[config.mk]
export PLATFORM = sky130hd
export DESIGN_NAME = bmd_256_replay_sched_flat
export DESIGN_NICKNAME = d
export VERILOG_FILES = /design/src/rtl/bmd_256_replay_sched_if.sv /design/src/rtl/bmd_256_replay_sched.sv /design/src/flat_wrapper.sv
export SDC_FILE = /design/constraint.sdc
export NUM_CORES = 1
export LEC_CHECK = 0
export ABC_AREA = 1
export ABC_CLOCK_PERIOD_IN_PS = 5100
export CAP_MARGIN = 20
export CORE_MARGIN = 2
export CORE_UTILIZATION = 54
export CTS_CLUSTER_SIZE = 14
export DETAILED_ROUTE_END_ITERATION = 10
export PLACE_DENSITY = 0.74
export SYNTH_ARGS = -nofsm -noshare
export SYNTH_HDL_FRONTEND = slang
export SYNTH_SLANG_ARGS = --single-unit
[constraint.sdc]
create_clock -name clk -period 5.1 [get_ports clk]
set_input_delay 1.275 -clock clk [delete_from_list [all_inputs] [get_ports clk]]
set_output_delay 1.275 -clock clk [all_outputs]
set_load 0.1 [all_outputs]
[src/rtl/bmd_256_replay_sched_if.sv]
// ---------------------------------------------------------------------------
// bmd_256_replay_sched_if
// Bundles the two handshakes of the replay scheduler:
//   FIFO side : fifo_read_trigger, fifo_counter_empty, fifo_counter_value
//               (inputs to the scheduler), fifo_counter_read_en (pop strobe)
//   TX side   : tx_req / tx_late (scheduler out), tx_ack (TX engine in)
// Modports:
//   master - the scheduler (drives read_en, tx_req, tx_late)
//   slave  - the FIFO / TX engine environment
// ---------------------------------------------------------------------------
interface bmd_256_replay_sched_if #(
  parameter int CNT_W = 30
);
  logic             fifo_read_trigger;
  logic             fifo_counter_empty;
  logic [CNT_W-1:0] fifo_counter_value;
  logic             fifo_counter_read_en;
  logic             tx_req;
  logic             tx_ack;
  logic [CNT_W-1:0] tx_late;

  modport master (
    input  fifo_read_trigger,
    input  fifo_counter_empty,
    input  fifo_counter_value,
    output fifo_counter_read_en,
    output tx_req,
    input  tx_ack,
    output tx_late
  );

  modport slave (
    output fifo_read_trigger,
    output fifo_counter_empty,
    output fifo_counter_value,
    input  fifo_counter_read_en,
    input  tx_req,
    output tx_ack,
    input  tx_late
  );
endinterface

[src/rtl/bmd_256_replay_sched.sv]
// ---------------------------------------------------------------------------
// bmd_256_replay_sched
// Pops RX arrival timestamps from the count/wait FIFO and paces TX requests
// so that each request goes out at the same offset from the first request
// as its timestamp has from the first timestamp.
//
// Ports:
//   clk, rst              clock, asynchronous active-high reset
//   latency_reset_signal  synchronous abort/clear (wins over everything)
//   bus (master)          FIFO pop handshake and TX request/ack, tx_late
//   sched_busy            high whenever the FSM is not idle
//   sched_done            one-cycle pulse at the end of a burst
//   pkt_count             packets acknowledged in the current/last burst
//
// Optional feature (macro BMD_REPLAY_STATS_EN):
//   max_late  largest tx_late of the burst
//   late_cnt  number of requests issued with tx_late > 0
// ---------------------------------------------------------------------------
module bmd_256_replay_sched #(
  parameter int CNT_W = 30,
  parameter int NUM_W = 13
) (
  input  logic                   clk,
  input  logic                   rst,
  input  logic                   latency_reset_signal,
  bmd_256_replay_sched_if.master bus,
  output logic                   sched_busy,
  output logic                   sched_done,
  output logic [NUM_W-1:0]       pkt_count
`ifdef BMD_REPLAY_STATS_EN
  ,
  output logic [CNT_W-1:0]       max_late,
  output logic [NUM_W-1:0]       late_cnt
`endif
);

  typedef enum logic [2:0] {
    IDLE = 3'd0,
    POP  = 3'd1,
    LOAD = 3'd2,
    WAIT = 3'd3,
    REQ  = 3'd4,
    DONE = 3'd5
  } state_t;

  state_t           state;
  logic [CNT_W-1:0] timer;
  logic [CNT_W-1:0] base;
  logic [CNT_W-1:0] target;
  logic             first;
  logic [CNT_W-1:0] late_now;

  // How far behind schedule the request is when the wait condition is met.
  assign late_now = timer - target;

  always_ff @(posedge clk or posedge rst) begin
    if (rst) begin
      state                    <= IDLE;
      timer                    <= '0;
      base                     <= '0;
      target                   <= '0;
      first                    <= 1'b0;
      bus.fifo_counter_read_en <= 1'b0;
      bus.tx_req               <= 1'b0;
      bus.tx_late              <= '0;
      sched_busy               <= 1'b0;
      sched_done               <= 1'b0;
      pkt_count                <= '0;
`ifdef BMD_REPLAY_STATS_EN
      max_late                 <= '0;
      late_cnt                 <= '0;
`endif
    end else if (latency_reset_signal) begin
      state                    <= IDLE;
      timer                    <= '0;
      base                     <= '0;
      target                   <= '0;
      first                    <= 1'b0;
      bus.fifo_counter_read_en <= 1'b0;
      bus.tx_req               <= 1'b0;
      bus.tx_late              <= '0;
      sched_busy               <= 1'b0;
      sched_done               <= 1'b0;
      pkt_count                <= '0;
`ifdef BMD_REPLAY_STATS_EN
      max_late                 <= '0;
      late_cnt                 <= '0;
`endif
    end else begin
      bus.fifo_counter_read_en <= 1'b0;
      sched_done               <= 1'b0;

      // Replay timer: zero while idle, otherwise counts up and sticks at max.
      if (state == IDLE)
        timer <= '0;
      else if (!(&timer))
        timer <= timer + CNT_W'(1);

      case (state)
        IDLE: begin
          first <= 1'b1;
          if (bus.fifo_read_trigger && !bus.fifo_counter_empty) begin
            state                    <= POP;
            bus.fifo_counter_read_en <= 1'b1;
            sched_busy               <= 1'b1;
            pkt_count                <= '0;
`ifdef BMD_REPLAY_STATS_EN
            max_late                 <= '0;
            late_cnt                 <= '0;
`endif
          end
        end
        POP: begin
          state <= LOAD;
        end
        LOAD: begin
          // The first entry anchors the burst; later offsets are taken
          // modulo 2^CNT_W so a wrapped waiting_counter still works.
          if (first) begin
            base   <= bus.fifo_counter_value;
            target <= '0;
            timer  <= '0;
            first  <= 1'b0;
          end else begin
            target <= bus.fifo_counter_value - base;
          end
          state <= WAIT;
        end
        WAIT: begin
          if (timer >= target) begin
            state       <= REQ;
            bus.tx_req  <= 1'b1;
            bus.tx_late <= late_now;
`ifdef BMD_REPLAY_STATS_EN
            if (late_now != '0 && !(&late_cnt))
              late_cnt <= late_cnt + NUM_W'(1);
            if (late_now > max_late)
              max_late <= late_now;
`endif
          end
        end
        REQ: begin
          if (bus.tx_ack) begin
            bus.tx_req <= 1'b0;
            if (!(&pkt_count))
              pkt_count <= pkt_count + NUM_W'(1);
            if (bus.fifo_counter_empty) begin
              state      <= DONE;
              sched_done <= 1'b1;
            end else begin
              state                    <= POP;
              bus.fifo_counter_read_en <= 1'b1;
            end
          end
        end
        DONE: begin
          state      <= IDLE;
          sched_busy <= 1'b0;
        end
        default: begin
          state      <= IDLE;
          sched_busy <= 1'b0;
          bus.tx_req <= 1'b0;
        end
      endcase
    end
  end

endmodule

[src/flat_wrapper.sv]
// flat-port wrapper written by rule: the top's interface ports become plain ports
module bmd_256_replay_sched_flat 
#(
  parameter int CNT_W = 30,
  parameter int NUM_W = 13
)
  (clk, rst, latency_reset_signal, sched_busy, sched_done, pkt_count, bus_fifo_read_trigger, bus_fifo_counter_empty, bus_fifo_counter_value, bus_fifo_counter_read_en, bus_tx_req, bus_tx_ack, bus_tx_late);
  bmd_256_replay_sched_if #(.CNT_W(CNT_W)) bus_i ();
  input  logic clk;
  input  logic rst;
  input  logic latency_reset_signal;
  output logic sched_busy;
  output logic sched_done;
  output logic [NUM_W-1:0] pkt_count;
  input wire logic [$bits(bus_i.fifo_read_trigger)-1:0] bus_fifo_read_trigger;
  input wire logic [$bits(bus_i.fifo_counter_empty)-1:0] bus_fifo_counter_empty;
  input wire logic [$bits(bus_i.fifo_counter_value)-1:0] bus_fifo_counter_value;
  output wire logic [$bits(bus_i.fifo_counter_read_en)-1:0] bus_fifo_counter_read_en;
  output wire logic [$bits(bus_i.tx_req)-1:0] bus_tx_req;
  input wire logic [$bits(bus_i.tx_ack)-1:0] bus_tx_ack;
  output wire logic [$bits(bus_i.tx_late)-1:0] bus_tx_late;
  assign bus_i.fifo_read_trigger = bus_fifo_read_trigger;
  assign bus_i.fifo_counter_empty = bus_fifo_counter_empty;
  assign bus_i.fifo_counter_value = bus_fifo_counter_value;
  assign bus_fifo_counter_read_en = bus_i.fifo_counter_read_en;
  assign bus_tx_req = bus_i.tx_req;
  assign bus_i.tx_ack = bus_tx_ack;
  assign bus_tx_late = bus_i.tx_late;
  bmd_256_replay_sched #(.CNT_W(CNT_W), .NUM_W(NUM_W)) u_core (.clk(clk), .rst(rst), .latency_reset_signal(latency_reset_signal), .bus(bus_i), .sched_busy(sched_busy), .sched_done(sched_done), .pkt_count(pkt_count));
endmodule
* After elaboration in Yosys (flattened, before gate mapping)
Cells that the tools add are included. W data, S select, Z words.
Cells by class: add/subtract/negate cells 4, order comparisons 1, equal/unequal tests 11, muxes and demuxes 43, reductions and logical operators 19
Operators with widths (number):
- $mux W30 | 14
- $sub A30 B30 Y30 | 2
- $mux W13 | 4
- $add A30 B1 Y30 const B | 1
- $ge A30 B30 Y1 | 1
- $reduce_and A30 Y1 | 1
- $pmux W13 S2 | 1
- $mux W3 | 5
- $pmux W3 S5 | 1
- $mux W1 | 14
- $add A13 B1 Y13 const B | 1
- $reduce_and A13 Y1 | 1
- $ne A3 B3 Y1 const B | 3
- $reduce_bool A2 Y1 | 4
- $reduce_or A4 Y1 | 2
- $eq A3 B2 Y1 const B | 2
- $eq A3 B3 Y1 const B | 2
- $pmux W1 S2 | 3
- $reduce_and A2 Y1 | 3
- $reduce_and A3 Y1 | 2
- $reduce_bool A3 Y1 | 2
- $ne A2 B1 Y1 const B | 2
- $reduce_and A4 Y1 | 1
- $eq A3 B1 Y1 const B | 1
- 5 further kinds | 5
Storage, ports and cells: register bits after elaboration 141, bits of input ports 36, output and inout port bits 47, word-level logic and storage cells 89

* Longest topological paths before layout
word-level depth 6, gate-level depth with buffers 16

* Least setup slack after synthesis
Ideal clock, no wire load.
path type input-to-reg, from in bus_fifo_counter_value[0], to reg u_core.target[16], library setup time 127 ps, arrival 2724 ps, required time 4973 ps, slack 2249 ps, cell stages on the path 9, cell sequence inv_1 -> ha_1 -> fa_1 -> o21ai_0 -> nand3_1 -> nand2_1 -> nand3_1 -> a21oi_1 -> o21ai_0
On the way: longest elaborated chain between the ends 4
Ends and longest elaborated chain:
- from (decl) | line flat_wrapper.sv:17 | input wire logic [$bits(bus_i.fifo_counter_value)-1:0] bus_fifo_counter_value;
- $sub A30 B30 Y30 | line bmd_256_replay_sched.sv:125 | target <= bus.fifo_counter_value - base;
- $mux W30 | line bmd_256_replay_sched.sv:119 | if (first) begin
- $mux W30 | line bmd_256_replay_sched.sv:99 | case (state)
- $mux W30 | line bmd_256_replay_sched.sv:73 | end else if (latency_reset_signal) begin
- to (signal assigned) | line bmd_256_replay_sched.sv:125
- to (decl) | line bmd_256_replay_sched.sv:49 | logic [CNT_W-1:0] target;
No other way between the ends. The select of a mux whose other input is x is not followed. A chain may end at the register's enable or synchronous reset.

* Worst setup path in the final report
from in latency_reset_signal, to reg u_core.timer[0]
On the way: longest elaborated chain between the ends 1
Ends and longest elaborated chain:
- from (decl) | line flat_wrapper.sv:11 | input logic latency_reset_signal;
- $mux W30 | line bmd_256_replay_sched.sv:73
- to (signal assigned) | line bmd_256_replay_sched.sv:97 | timer <= timer + CNT_W'(1);
- to (decl) | line bmd_256_replay_sched.sv:47 | logic [CNT_W-1:0] timer;
No other way between the ends.

==> metrics <==
max-slew violations 0; WL final roughly 30000 um; HP Class flop to flop; syn avg cell area 6.554 um^2; fin worst setup slack 1.469 ns; Final period util a little under three quarters; CTS tree built; dpl cells 1996; Placer Congestion 0.9880; CTS sink count 141; antenna violations before repair 0; CTS root buffer clkbuf_16; sequential share of the synthesized area between 30% and 40%; post-CTS setup buffer count 0; CP Data Required Time approximately 5.5 ns; Final nets roughly 1800; Slew HR about a third; largest cells by area after synthesis dfrtp_1 32%, nand2_1 19%, inv_1 10%; met3 routed WL around 1400 um; Mapped Nets between 1500 and 2000; vias post-DR roughly 11000; hold slack 0.4687 ns; maximum clock rate approximately 280 MHz; die span in y 146.2 um; Hold Buf Count CTS 0; Worst Max-Slew Pin Slew roughly 0.98 ns; RSZ-0062 raised after global routing false; Starting Density roughly 54%; crit path max fanout 20; Cell variety after synth 47; row count 52; Max Cap Viol 0; Setup crit start kind input pin; Crit. End Element flop; H-Tree Depth 4; overall routing resource usage 28.57%; first-pass GRT wire length slightly below 50000 um; Hold Vio Cnt, Final 0; Post-synth ARST share 100.0%; CTS max path bufs 2; predominant post-synthesis flop cell dfrtp_1; largest net degree at the start of global routing 80; Yosys top cell by area dfrtp_1; total leakage power 6.656 nW; Area after DPL between 10000 and 15000 um^2; per-cell routed wire length 14.68 um; FF-to-FF setup slack between 2 and 2.5 ns; fraction of layout instances using a drive strength above 1 under 10%; CTS buffer count 17; Final Setup Violations 0; die footprint between 20000 and 25000 um^2; design area 12570 um^2; Final Skew around 0.0091 ns; setup total negative slack 0 ns; Core Area 20040 um^2; Seq cells post-synth around 140; vias in the first global route about 9800; synthesized area 10920 um^2; Place WS 1.018 ns; Iter 0 DRT Violations 678; yosys warns 0; Area Growth Syn to Fin 15.15%; status completed; Worst-Skew Late Latency between 0.4 and 0.5 ns; reg2reg start u_core.timer[0]$_DFF_PP0_; # port buffers 82; antenna cell count 0; PnR Total Power just under 7 mW; min-delay src u_core.bus.tx_late[3]$_DFFE_PP0P_; number of vias per cell ~5.2; Setup CP Type input pin to flop; die width about 150 um; gr ovfl total 0; Post-Syn Instances ~1700; Final min period 3.631 ns; Worst Hold Path EP u_core.bus.tx_late[3]$_DFFE_PP0P_; Final ANT Viol Nets 0; placed wire-length estimate 23700 um; Reg-to-Reg End u_core.bus.tx_late[23]$_DFFE_PP0P_; Residual DRC 0; M1 WL approximately 14000 um; top layer in use met4; Peak VDD IR approximately 0.31 mV; number of synthesized flops with an enable pin 0; Post-Layout Cell Count 2029; router iterations before antenna repair 5; P per Cell Area between 500 and 600 nW/um^2; I/O pin cnt 83; Critical Path AT 4.00 ns; Finished Core Util between 60% and 70%; Clk pin slew, worst setup/hold paths 0.07 ns; worst hold path depth 2; Synth top area share approximately a third; worst r2r path cells 12; DR WL met2 approximately 14000 um; # resized after CTS 0
cells in the mapped netlist (all sizes together), types with 4 or more instances:
library cell    n
nand4          18
ha             61
a31oi           6
inv           308
nor4            4
buf            18
nand3b         14
or2             7
xor2           16
xnor2          23
o21ai          92
o22ai           9
nor3           20
a21oi          70
o21bai          7
nor2          131
clkbuf          8
nand3         129
nand2         568
dfrtp         141
metal layers:
| metal | vias up | GRT usage, % |
|---|---|---|
| met4 | 0 | 11.75 |
| li1 | 5390 | - |
| met3 | 58 | 3.688 |
| met1 | 4808 | 38.37 |
| met5 | - | 0 |
| met2 | 323 | 46.98 |
layout by cell type, fill, tap and decap left out, drive strengths merged, types with 2 or more instances in the layout:
cell,netlist,layout
nand2,568,568
inv,308,318
dfrtp,141,141
nor2,131,131
nand3,129,129
o21ai,92,92
clkdlybuf4s50,0,82
a21oi,70,70
ha,61,61
xnor2,23,23
nor3,20,20
nand4,18,18
clkbuf,8,17
xor2,16,16
nand3b,14,14
o22ai,9,9
o21bai,7,7
or2,7,7
a31oi,6,6
buf,18,5
nor4,4,4
clkinvlp,0,3
clkinv,1,3
and2,2,2
o21a,2,2
nor3b,2,2
o31ai,2,2
fa,2,2
a21boi,2,2
cells by family (layout without fill, tap and decap cells):
family          after synthesis  count (layout)  synth area share (%)
buf+inv                     335             428                 12.00
compound gates              193             193                 9.591
xor+xnor                     39              39                 3.128
simple gates                895             895                 35.61
fa+ha+maj                    63              63                 7.356
flops                       141             141                 32.31
worst max-delay path by stage:
stage / slack [ns] / start / to / cells after the start
detailed placement: 1.02 / latency_reset_signal / u_core.timer[0]$_DFF_PP0_ / 10
global placement: 1.12 / latency_reset_signal / u_core.timer[0]$_DFF_PP0_ / 10
finish: 1.47 / latency_reset_signal / u_core.timer[0]$_DFF_PP0_ / 10
floorplan: 0.04 / rst / u_core.base[0]$_DFFE_PP0P_ / 1
CTS: 1.46 / latency_reset_signal / u_core.timer[0]$_DFF_PP0_ / 10
global route: 1.09 / latency_reset_signal / u_core.timer[0]$_DFF_PP0_ / 10
sequential cells by signal, summed over array words and instances, names as in the netlist:
| signal | cells |
|---|---|
| u_core.base | 30 |
| u_core.bus.fifo_counter_read_en | 1 |
| u_core.bus.tx_late | 30 |
| u_core.bus.tx_req | 1 |
| u_core.first | 1 |
| u_core.pkt_count | 13 |
| u_core.sched_busy | 1 |
| u_core.sched_done | 1 |
| u_core.state | 3 |
| u_core.target | 30 |
| u_core.timer | 30 |
power breakdown:
part | internal [mW] | switching [mW] | total, mW | leakage [nW]
clock network | 0.648 | 0.571 | 1.22 | 0.272
registers | 1.34 | 0.117 | 1.46 | 1.93
logic | 1.27 | 2.96 | 4.23 | 4.46
total | 3.26 | 3.65 | 6.91 | 6.66
worst max-delay path, cell delays in order:
cell,delay (ns)
clkdlybuf4s50_1,0.53
inv_2,0.11
nand2_2,0.21
inv_2,0.32
nor2_4,0.06
a21oi_2,0.68
inv_1,0.43
a21oi_1,0.22
o21ai_0,0.10
inv_1,0.06
area by class of cell:
class	instances	area, um^2
Timing Repair Buffer	87	890.9
Clock inverter	15	145.1
Sequential cell	141	3528
Multi-Input combinational cell	1190	6081
Tap cell	270	337.8
Clock buffer	17	425.4
Fill cell	1958	7466
Inverter	309	1165
Note: power is estimated with default switching activity, not from simulation.
